--- config.mk ---
export PLATFORM = sky130hd
export DESIGN_NAME = iomem_arbiter
export DESIGN_NICKNAME = d
export VERILOG_FILES = /design/src/rtl/iomem_arbiter_pkg.sv /design/src/rtl/iomem_rr_pick.sv /design/src/rtl/iomem_arbiter.sv
export SDC_FILE = /design/constraint.sdc
export NUM_CORES = 1
export LEC_CHECK = 0
export ABC_AREA = 1
export BUFFER_PORTS_ARGS = -buffer_cell sky130_fd_sc_hd__buf_2
export CAP_MARGIN = 10
export CORE_MARGIN = 2
export CORE_UTILIZATION = 46
export CTS_BUF_LIST = sky130_fd_sc_hd__clkbuf_4 sky130_fd_sc_hd__clkbuf_8 sky130_fd_sc_hd__clkbuf_16
export DETAILED_ROUTE_END_ITERATION = 10
export GPL_TIMING_DRIVEN = 0
export PLACE_DENSITY = 0.86
export SYNTH_ARGS = -nofsm -noshare
export SYNTH_HDL_FRONTEND = slang
export SYNTH_SLANG_ARGS = --single-unit
--- constraint.sdc ---
create_clock -name clk -period 1.6 [get_ports clk]
set_clock_uncertainty 0.05 [all_clocks]
set_input_delay 0.24 -clock clk [delete_from_list [all_inputs] [get_ports clk]]
set_output_delay 0.24 -clock clk [all_outputs]
set_load 0.005 [all_outputs]
--- src/rtl/iomem_arbiter_pkg.sv ---
`default_nettype none
// +----------------------------------------------------------------------------+
// | iomem_arbiter_pkg                                                          |
// | Shared types and constants for the two-master iomem arbiter.               |
// | Revision: 1.0                                                              |
// +----------------------------------------------------------------------------+
package iomem_arbiter_pkg;

  typedef enum logic [1:0] {
    ST_IDLE = 2'd0,
    ST_REQ  = 2'd1,
    ST_RESP = 2'd2
  } state_t;

  localparam logic [31:0] c_ERR_RDATA = 32'hFFFF_FFFF;

endpackage : iomem_arbiter_pkg
`default_nettype wire

--- src/rtl/iomem_rr_pick.sv ---
`default_nettype none
// +----------------------------------------------------------------------------+
// | iomem_rr_pick                                                              |
// | Two-way round-robin pick: a lone request wins, a tie goes away from last.  |
// | Revision: 1.0                                                              |
// +----------------------------------------------------------------------------+
module iomem_rr_pick (
  input  logic [1:0] i_req,
  input  logic       i_last_grant,
  output logic       o_grant,
  output logic       o_grant_valid
);

  assign o_grant_valid = |i_req;
  assign o_grant       = (i_req == 2'b11) ? ~i_last_grant : i_req[1];

endmodule : iomem_rr_pick
`default_nettype wire

--- src/rtl/iomem_arbiter.sv ---
`default_nettype none
// +----------------------------------------------------------------------------+
// | iomem_arbiter                                                              |
// | Round-robin sharing of one iomem target between two masters, with a        |
// | watchdog that completes unacknowledged requests with an error word.        |
// | Revision: 1.0                                                              |
// +----------------------------------------------------------------------------+
module iomem_arbiter
  import iomem_arbiter_pkg::*;
#(
  parameter int unsigned TIMEOUT_CYCLES = 255,
  parameter logic [31:0] ERR_RDATA      = c_ERR_RDATA
) (
  input  logic        clk,
  input  logic        reset,
  input  logic        m0_valid,
  input  logic [3:0]  m0_wstrb,
  input  logic [31:0] m0_addr,
  input  logic [31:0] m0_wdata,
  output logic        m0_ready,
  output logic [31:0] m0_rdata,
  input  logic        m1_valid,
  input  logic [3:0]  m1_wstrb,
  input  logic [31:0] m1_addr,
  input  logic [31:0] m1_wdata,
  output logic        m1_ready,
  output logic [31:0] m1_rdata,
  output logic        s_valid,
  output logic [3:0]  s_wstrb,
  output logic [31:0] s_addr,
  output logic [31:0] s_wdata,
  input  logic        s_ready,
  input  logic [31:0] s_rdata,
  output logic        timeout
);

  localparam int unsigned      c_CNT_W   = (TIMEOUT_CYCLES == 0) ? 1 : $clog2(TIMEOUT_CYCLES + 1);
  localparam bit               c_WDOG_EN = (TIMEOUT_CYCLES != 0);
  localparam logic [c_CNT_W-1:0] c_EXPIRE  = (TIMEOUT_CYCLES == 0) ? '0 : c_CNT_W'(TIMEOUT_CYCLES - 1);
  localparam logic [c_CNT_W-1:0] c_CNT_MAX = '1;

  state_t               r_state;
  state_t               w_state_nxt;
  logic                 r_last_grant;
  logic [c_CNT_W-1:0]   r_cnt;
  logic                 w_pick_idx;
  logic                 w_pick_vld;
  logic                 w_grant;
  logic                 w_done;
  logic                 w_expire;
  logic [31:0]          w_rdata;

  iomem_rr_pick u_pick (
    .i_req         ({m1_valid, m0_valid}),
    .i_last_grant  (r_last_grant),
    .o_grant       (w_pick_idx),
    .o_grant_valid (w_pick_vld)
  );

  always_comb begin
    w_state_nxt = r_state;
    w_grant     = 1'b0;
    w_done      = 1'b0;
    w_expire    = 1'b0;
    case (r_state)
      ST_IDLE: begin
        if (w_pick_vld) begin
          w_grant     = 1'b1;
          w_state_nxt = ST_REQ;
        end
      end
      ST_REQ: begin
        // An acknowledge on the expiry cycle still counts as a normal completion.
        if (s_ready) begin
          w_done      = 1'b1;
          w_state_nxt = ST_RESP;
        end else if (c_WDOG_EN && (r_cnt == c_EXPIRE)) begin
          w_expire    = 1'b1;
          w_state_nxt = ST_RESP;
        end
      end
      ST_RESP: w_state_nxt = ST_IDLE;
      default: w_state_nxt = ST_IDLE;
    endcase
  end

  assign w_rdata = w_done ? s_rdata : ERR_RDATA;

  always_ff @(posedge clk) begin
    if (reset) r_state <= ST_IDLE;
    else       r_state <= w_state_nxt;
  end

  always_ff @(posedge clk) begin
    if (reset) begin
      r_last_grant <= 1'b1;
      r_cnt        <= '0;
      s_valid      <= 1'b0;
      s_wstrb      <= '0;
      s_addr       <= '0;
      s_wdata      <= '0;
      m0_ready     <= 1'b0;
      m1_ready     <= 1'b0;
      m0_rdata     <= '0;
      m1_rdata     <= '0;
      timeout      <= 1'b0;
    end else begin
      m0_ready <= 1'b0;
      m1_ready <= 1'b0;
      timeout  <= 1'b0;
      if (w_grant) begin
        s_valid      <= 1'b1;
        s_wstrb      <= w_pick_idx ? m1_wstrb : m0_wstrb;
        s_addr       <= w_pick_idx ? m1_addr  : m0_addr;
        s_wdata      <= w_pick_idx ? m1_wdata : m0_wdata;
        r_cnt        <= '0;
        r_last_grant <= w_pick_idx;
      end
      if ((r_state == ST_REQ) && !w_done && !w_expire && (r_cnt != c_CNT_MAX)) begin
        r_cnt <= r_cnt + c_CNT_W'(1);
      end
      // While a transaction is open, r_last_grant names its owner.
      if (w_done || w_expire) begin
        s_valid <= 1'b0;
        timeout <= w_expire;
        if (r_last_grant) begin
          m1_rdata <= w_rdata;
          m1_ready <= 1'b1;
        end else begin
          m0_rdata <= w_rdata;
          m0_ready <= 1'b1;
        end
      end
    end
  end

endmodule : iomem_arbiter
`default_nettype wire

; ---- Word-level counts from Yosys, hierarchy flattened
; Cells that the tools add are included.
; W data, S select, Z words.
[op_classes]
n_addsub = 1
eq_ne = 6
mux = 20
bitwise_logic = 2
n_reduce_logical = 14
[ops]
columns = cell, n
row1 = $mux W32, 3
row2 = $mux W8, 2
row3 = $mux W1, 10
row4 = $add A8 B1 Y8 const B, 1
row5 = $eq A8 B8 Y1 const B, 1
row6 = $ne A8 B8 Y1 const B, 1
row7 = $mux W2, 3
row8 = $reduce_and A2 Y1, 3
row9 = $reduce_or A2 Y1, 3
row10 = $mux W4, 1
row11 = $pmux W2 S2, 1
row12 = $logic_and A1 B1 Y1, 3
row13 = $ne A3 B3 Y1 const B, 1
row14 = $eq A2 B1 Y1 const B, 1
row15 = $eq A2 B2 Y1 const B, 1
row16 = $logic_not A1 Y1, 2
row17 = $logic_not A2 Y1, 1
row18 = $ne A2 B1 Y1 const B, 1
row19 = $not A1 Y1, 2
row20 = $reduce_bool A2 Y1, 1
row21 = $logic_or A1 B1 Y1, 1
[word_totals]
register_bits = 147
in_bits = 173
output_inout_bits = 136
elab_cells = 55

; ---- Longest topological paths before layout
[logic_depth]
depth_word = 8
mapped_depth = 9
ltp_nobuf = 9

; ---- Modules after synthesis
; A second synthesis with hierarchy kept.
[unflattened]
hier_cells = 897
hier_area_um2 = 6362.4
[by_module_without_submodules]
columns = module, instances, cells_per_inst, area_each_um2, seq_area_each_um2
row1 = iomem_arbiter, 1, 894, 6347.3, 2942.8
row2 = iomem_rr_pick, 1, 3, 15.0, 0.0

; ---- Least setup slack after synthesis
; OpenSTA, ideal clock, no wires.
[synth_path]
kind = register to register
start = register r_cnt[0]
end = register r_cnt[0]
setup_ns = 0.116
t_arrival_ns = 1.186
required_time_ns = 1.434
path_slack_ns = 0.248
stages_incl_launch_ff = 9
path_buffers = 0
synth_period_minus_slack_ns = 1.352
path_cell_list = dfxtp_1 > inv_1 > ha_1 > inv_1 > nor2_2 > nand2_4 > nand3_1 > a21oi_1 > nor2_1
[synth_between]
elab_chain_cells = 8
elab_cells_between_ends = 11
cone_classes = add/sub (1) / eq/ne (2) / mux (4) / reduce/logical (4)
[synth_rtl]
columns = item, line
row1 = start: declaration, iomem_arbiter.sv:45  ; logic [c_CNT_W-1:0] r_cnt;
row2 = start signal: assignment, iomem_arbiter.sv:120  ; r_cnt <= r_cnt + c_CNT_W'(1);
row3 = $eq A8 B8 Y1, iomem_arbiter.sv:77  ; end else if (c_WDOG_EN && (r_cnt == c_EXPIRE)) begin
row4 = $mux W1, iomem_arbiter.sv:77
row5 = $mux W1, iomem_arbiter.sv:74  ; if (s_ready) begin
row6 = $mux W1, iomem_arbiter.sv:65  ; case (r_state)
row7 = $logic_not A1 Y1, iomem_arbiter.sv:119  ; if ((r_state == ST_REQ) && !w_done && !w_expire && (r_cnt != c_CNT_MAX)) begin
row8 = $logic_and A1 B1 Y1 (2 in series), iomem_arbiter.sv:119
row9 = $mux W8 / $reduce_bool A2 Y1 (equally long branches), -
; Parallel ways exist; a longest one is shown, timed or not.
; A chain may end at the register's enable or synchronous reset.

; ---- Final worst setup path
[layout_path]
start = register r_state[0]
end = register m0_rdata[12]
[layout_between]
elab_chain_cells = 4
elab_cells_between_ends = 6
cone_classes = eq/ne (1) / mux (3) / reduce/logical (2)
[layout_rtl]
columns = item, line
row1 = start: declaration, iomem_arbiter.sv:42  ; state_t r_state;
row2 = start signal: assignment, iomem_arbiter.sv:91  ; else r_state <= w_state_nxt;
row3 = $eq A2 B1 Y1 *, iomem_arbiter.sv:65
row4 = $mux W1, iomem_arbiter.sv:65
row5 = $logic_or A1 B1 Y1, iomem_arbiter.sv:123  ; if (w_done || w_expire) begin
row6 = $reduce_and A2 Y1 (no line), -
row7 = end signal: assignment, iomem_arbiter.sv:130  ; m0_rdata <= w_rdata;
row8 = end: declaration, iomem_arbiter.sv:21  ; output logic [31:0] m0_rdata,
; Every way passes the cells marked *; elsewhere a longest branch is shown, timed or not.

==> metrics.md <==
| Metric | Value |
|---|---|
| Run status | finished clean |
| Post-synth ARST share | 0% |
| Post-Syn Nets | 1001 |
| Final ANT Viol Nets | 0 |
| YS warnings | 0 |
| # nets final | 1337 |
| Area of the core | 0.0132 sq mm |
| Post-synth EDFFs | 0 |
| Metal-1 WL | around 7700 um |
| IO Count | 309 |
| Commonest cells after routing, fill and taps aside | buf_2, nand2_1, dfxtp_1 |
| Synth Area per Inst | 7.49 sq um |
| Wire per inst | 15.1 um |
| Final wirelength | approximately 20000 um |
| Starting Density | 46.9% |
| Initial drt markers | 413 |
| Number of synthesized register bits | 147 |
| Worst Tran Pin Value | ~0.48 ns |
| CP arrival | 1.78 ns |
| Pint | just over 7 mW |
| CTS tree | done |
| Classification of the worst setup path | flip-flop to flip-flop |
| Highest metal used | met5 |
| DRC violation count after routing | 0 |
| Vias/cell | slightly above 5 |
| Prevailing post-synth register cell | dfxtp_1 |
| Setup TNS | 0 ns |
| Period utilization | between 90% and 100% |
| Clk sink count | 147 |
| Die area | ~0.014 sq mm |
| Clock Power Share | slightly below 40% |
| Yosys cell types | 28 |
| Row count | 42 |
| Startpoint Class | flip-flop |
| Peak VDD IR | 0.612 mV |
| Final Hold Violating Endpoints | 0 |
| Net switching power | 2.86 mW |
| Min Tclk post-route | 1.54 ns |
| Worst Hold Class | input port to flip-flop |
| Worst-path maximum fanout | 10 |
| Pwr Density | between 1000 and 1500 mW/mm^2 |
| RePlAce Congestion | 0.944 |
| Fmax achieved | 651 MHz |
| RSZ-0062 raised after global routing | true |
| Critical Path End Type | flip-flop |
| Met3 WL post-DR | 1810 um |
| Initial antenna violation count | 4 |
| Worst reg2reg path depth | 6 |
| Final core utilization | 66.2% |
| Max cap viols | 0 |
| Sequential fraction of the synthesis area | 47.6% |
| Share of layout cells above drive strength 1 | 35.1% |
| Die Wd | around 120 um |
| First-pass GRT wire length | 31000 um |
| Hold-fix buffers at CTS | 0 |
| Clock Path Buffers | 2 |
| CTS Root Cell | clkbuf_16 |
| Pleak | 4.23 nW |
| Most common cell after layout, fill and taps aside | buf_2 |
| Chip Height | between 100 and 150 um |
| Final Slew Violations | 0 |
| Comb power frac | 19.1% |
| Wire length on met2 | 10200 um |
| Worst-path clk slew | 0.06 ns |
| Num CTS Buffers | 17 |
| Overflow after GRT | 0 |
| Clk Latency, worst-skew pair | 0.41 ns |
| Largest net degree at the start of global routing | 17 |
| Pre-antenna DRT Iters | 5 |
| Count of input and output buffers | 308 |
| Detail Placement HPWL | 15200 um |
| Seq pwr share | 41.9% |
| Setup violators final | 0 |
| Hold WS | 0.0139 ns |
| Power, Total | 10.1 mW |
| Vias in the first global route | 6406 |
| Hold path cells | 2 |
| Vias | 6898 |
| Mapped Area | 0.00619 sq mm |
| Synth-to-layout area growth | 41.1% |
| GRT Resource Usage Total | roughly 27% |
| Sw frac | between 20 and 30% |
| Synthesized instance count | 826 |
| Layout fillers | 1139 |
| Req. time, crit path | around 1.9 ns |
| Relative slew slack | about two thirds |
| Clock H-tree levels | 4 |
-- metal layers --
layer  track usage [%]  vias to the layer above
met5                 0                        -
met4              11.9                        2
met3              7.60                       47
met2              48.8                      327
met1              30.1                     3120
li1                  -                     3402
-- power groups by stage --
stage	Clock (mW)	Combinational (mW)	Sequential (mW)
2_1_floorplan	0	0.910	4.34
3_3_place_gp	0	1.82	4.29
3_5_place_dp	0	1.85	4.30
4_1_cts	3.98	1.87	4.23
5_1_grt	4.15	2.13	4.27
6_report	3.93	1.93	4.23
-- synth_stat cells (8+ instances only) --
master / count / share of area (%)
nand3_1: 11 / 0.89
buf_6: 10 / 1.8
dfxtp_1: 147 / 48
buf_2: 16 / 1.3
clkbuf_1: 32 / 1.9
o21ai_0: 101 / 8.2
inv_1: 108 / 6.6
o21ai_1: 37 / 3.0
a31oi_1: 68 / 6.9
nand2_1: 188 / 11
a21oi_1: 71 / 5.7
nor2_1: 8 / 0.49
-- timing repair --
item	4_1_cts	5_1_grt
setup endpoints to repair	21	137
cloned	0	4
setup buffers	3	3
resized for setup	4	36
pin swaps	1	4
-- critical path, stage by stage (launching register included) --
cell      delay, ns
dfxtp_1        0.41
nand2_2        0.14
nor2_4         0.16
clkbuf_4       0.23
nand2_1        0.08
o21ai_0        0.28
a21oi_1        0.06
-- layout make-up --
| type | count | area (sq um) | share of cell area [%] |
|---|---|---|---|
| Antenna cell | 3 | 7.51 | 0.0860 |
| Buffer | 59 | 358 | 4.10 |
| Clock buffer | 20 | 454 | 5.20 |
| Clock inverter | 12 | 130 | 1.49 |
| Inverter | 112 | 420 | 4.82 |
| Multi-Input combinational cell | 508 | 2550 | 29.2 |
| Sequential cell | 147 | 2950 | 33.7 |
| Tap cell | 176 | 220 | 2.52 |
| Timing Repair Buffer | 317 | 1640 | 18.8 |
-- worst paths after layout --
path	from	slack (ns)	endpoint
worst min-delay path	s_ready	0.01	timeout
worst max-delay path	r_state[0]	0.06	m0_rdata[12]
worst max register to register	r_state[0]	0.06	m0_rdata[12]
worst min register to register	m0_rdata[28]	0.39	m0_rdata[28]
-- state kept, by name (all words and copies together) (netlist names), 2 cells and up --
register	flops
s_addr	32
r_cnt	8
r_state	2
s_wstrb	4
m1_rdata	32
s_wdata	32
m0_rdata	32
-- cells by family after synthesis --
group           Yosys count  synth area share (%)
compound gates          282                  24.6
buf+inv                 172                  12.1
flops                   147                  47.6
simple gates            222                  15.2
xor+xnor                  1                 0.142
fa+ha+maj                 2                 0.404
-- through the flow --
stage	cell area [sq um]	cells	setup WS, ns
2_1_floorplan	6190	826	0.248
3_3_place_gp	7950	1310	-0.188
3_5_place_dp	7950	1310	-0.190
4_1_cts	8570	1345	-0.00621
5_1_grt	8730	1353	-0.0454
6_report	8730	1354	0.0648
(Power assumes the default switching activity.)
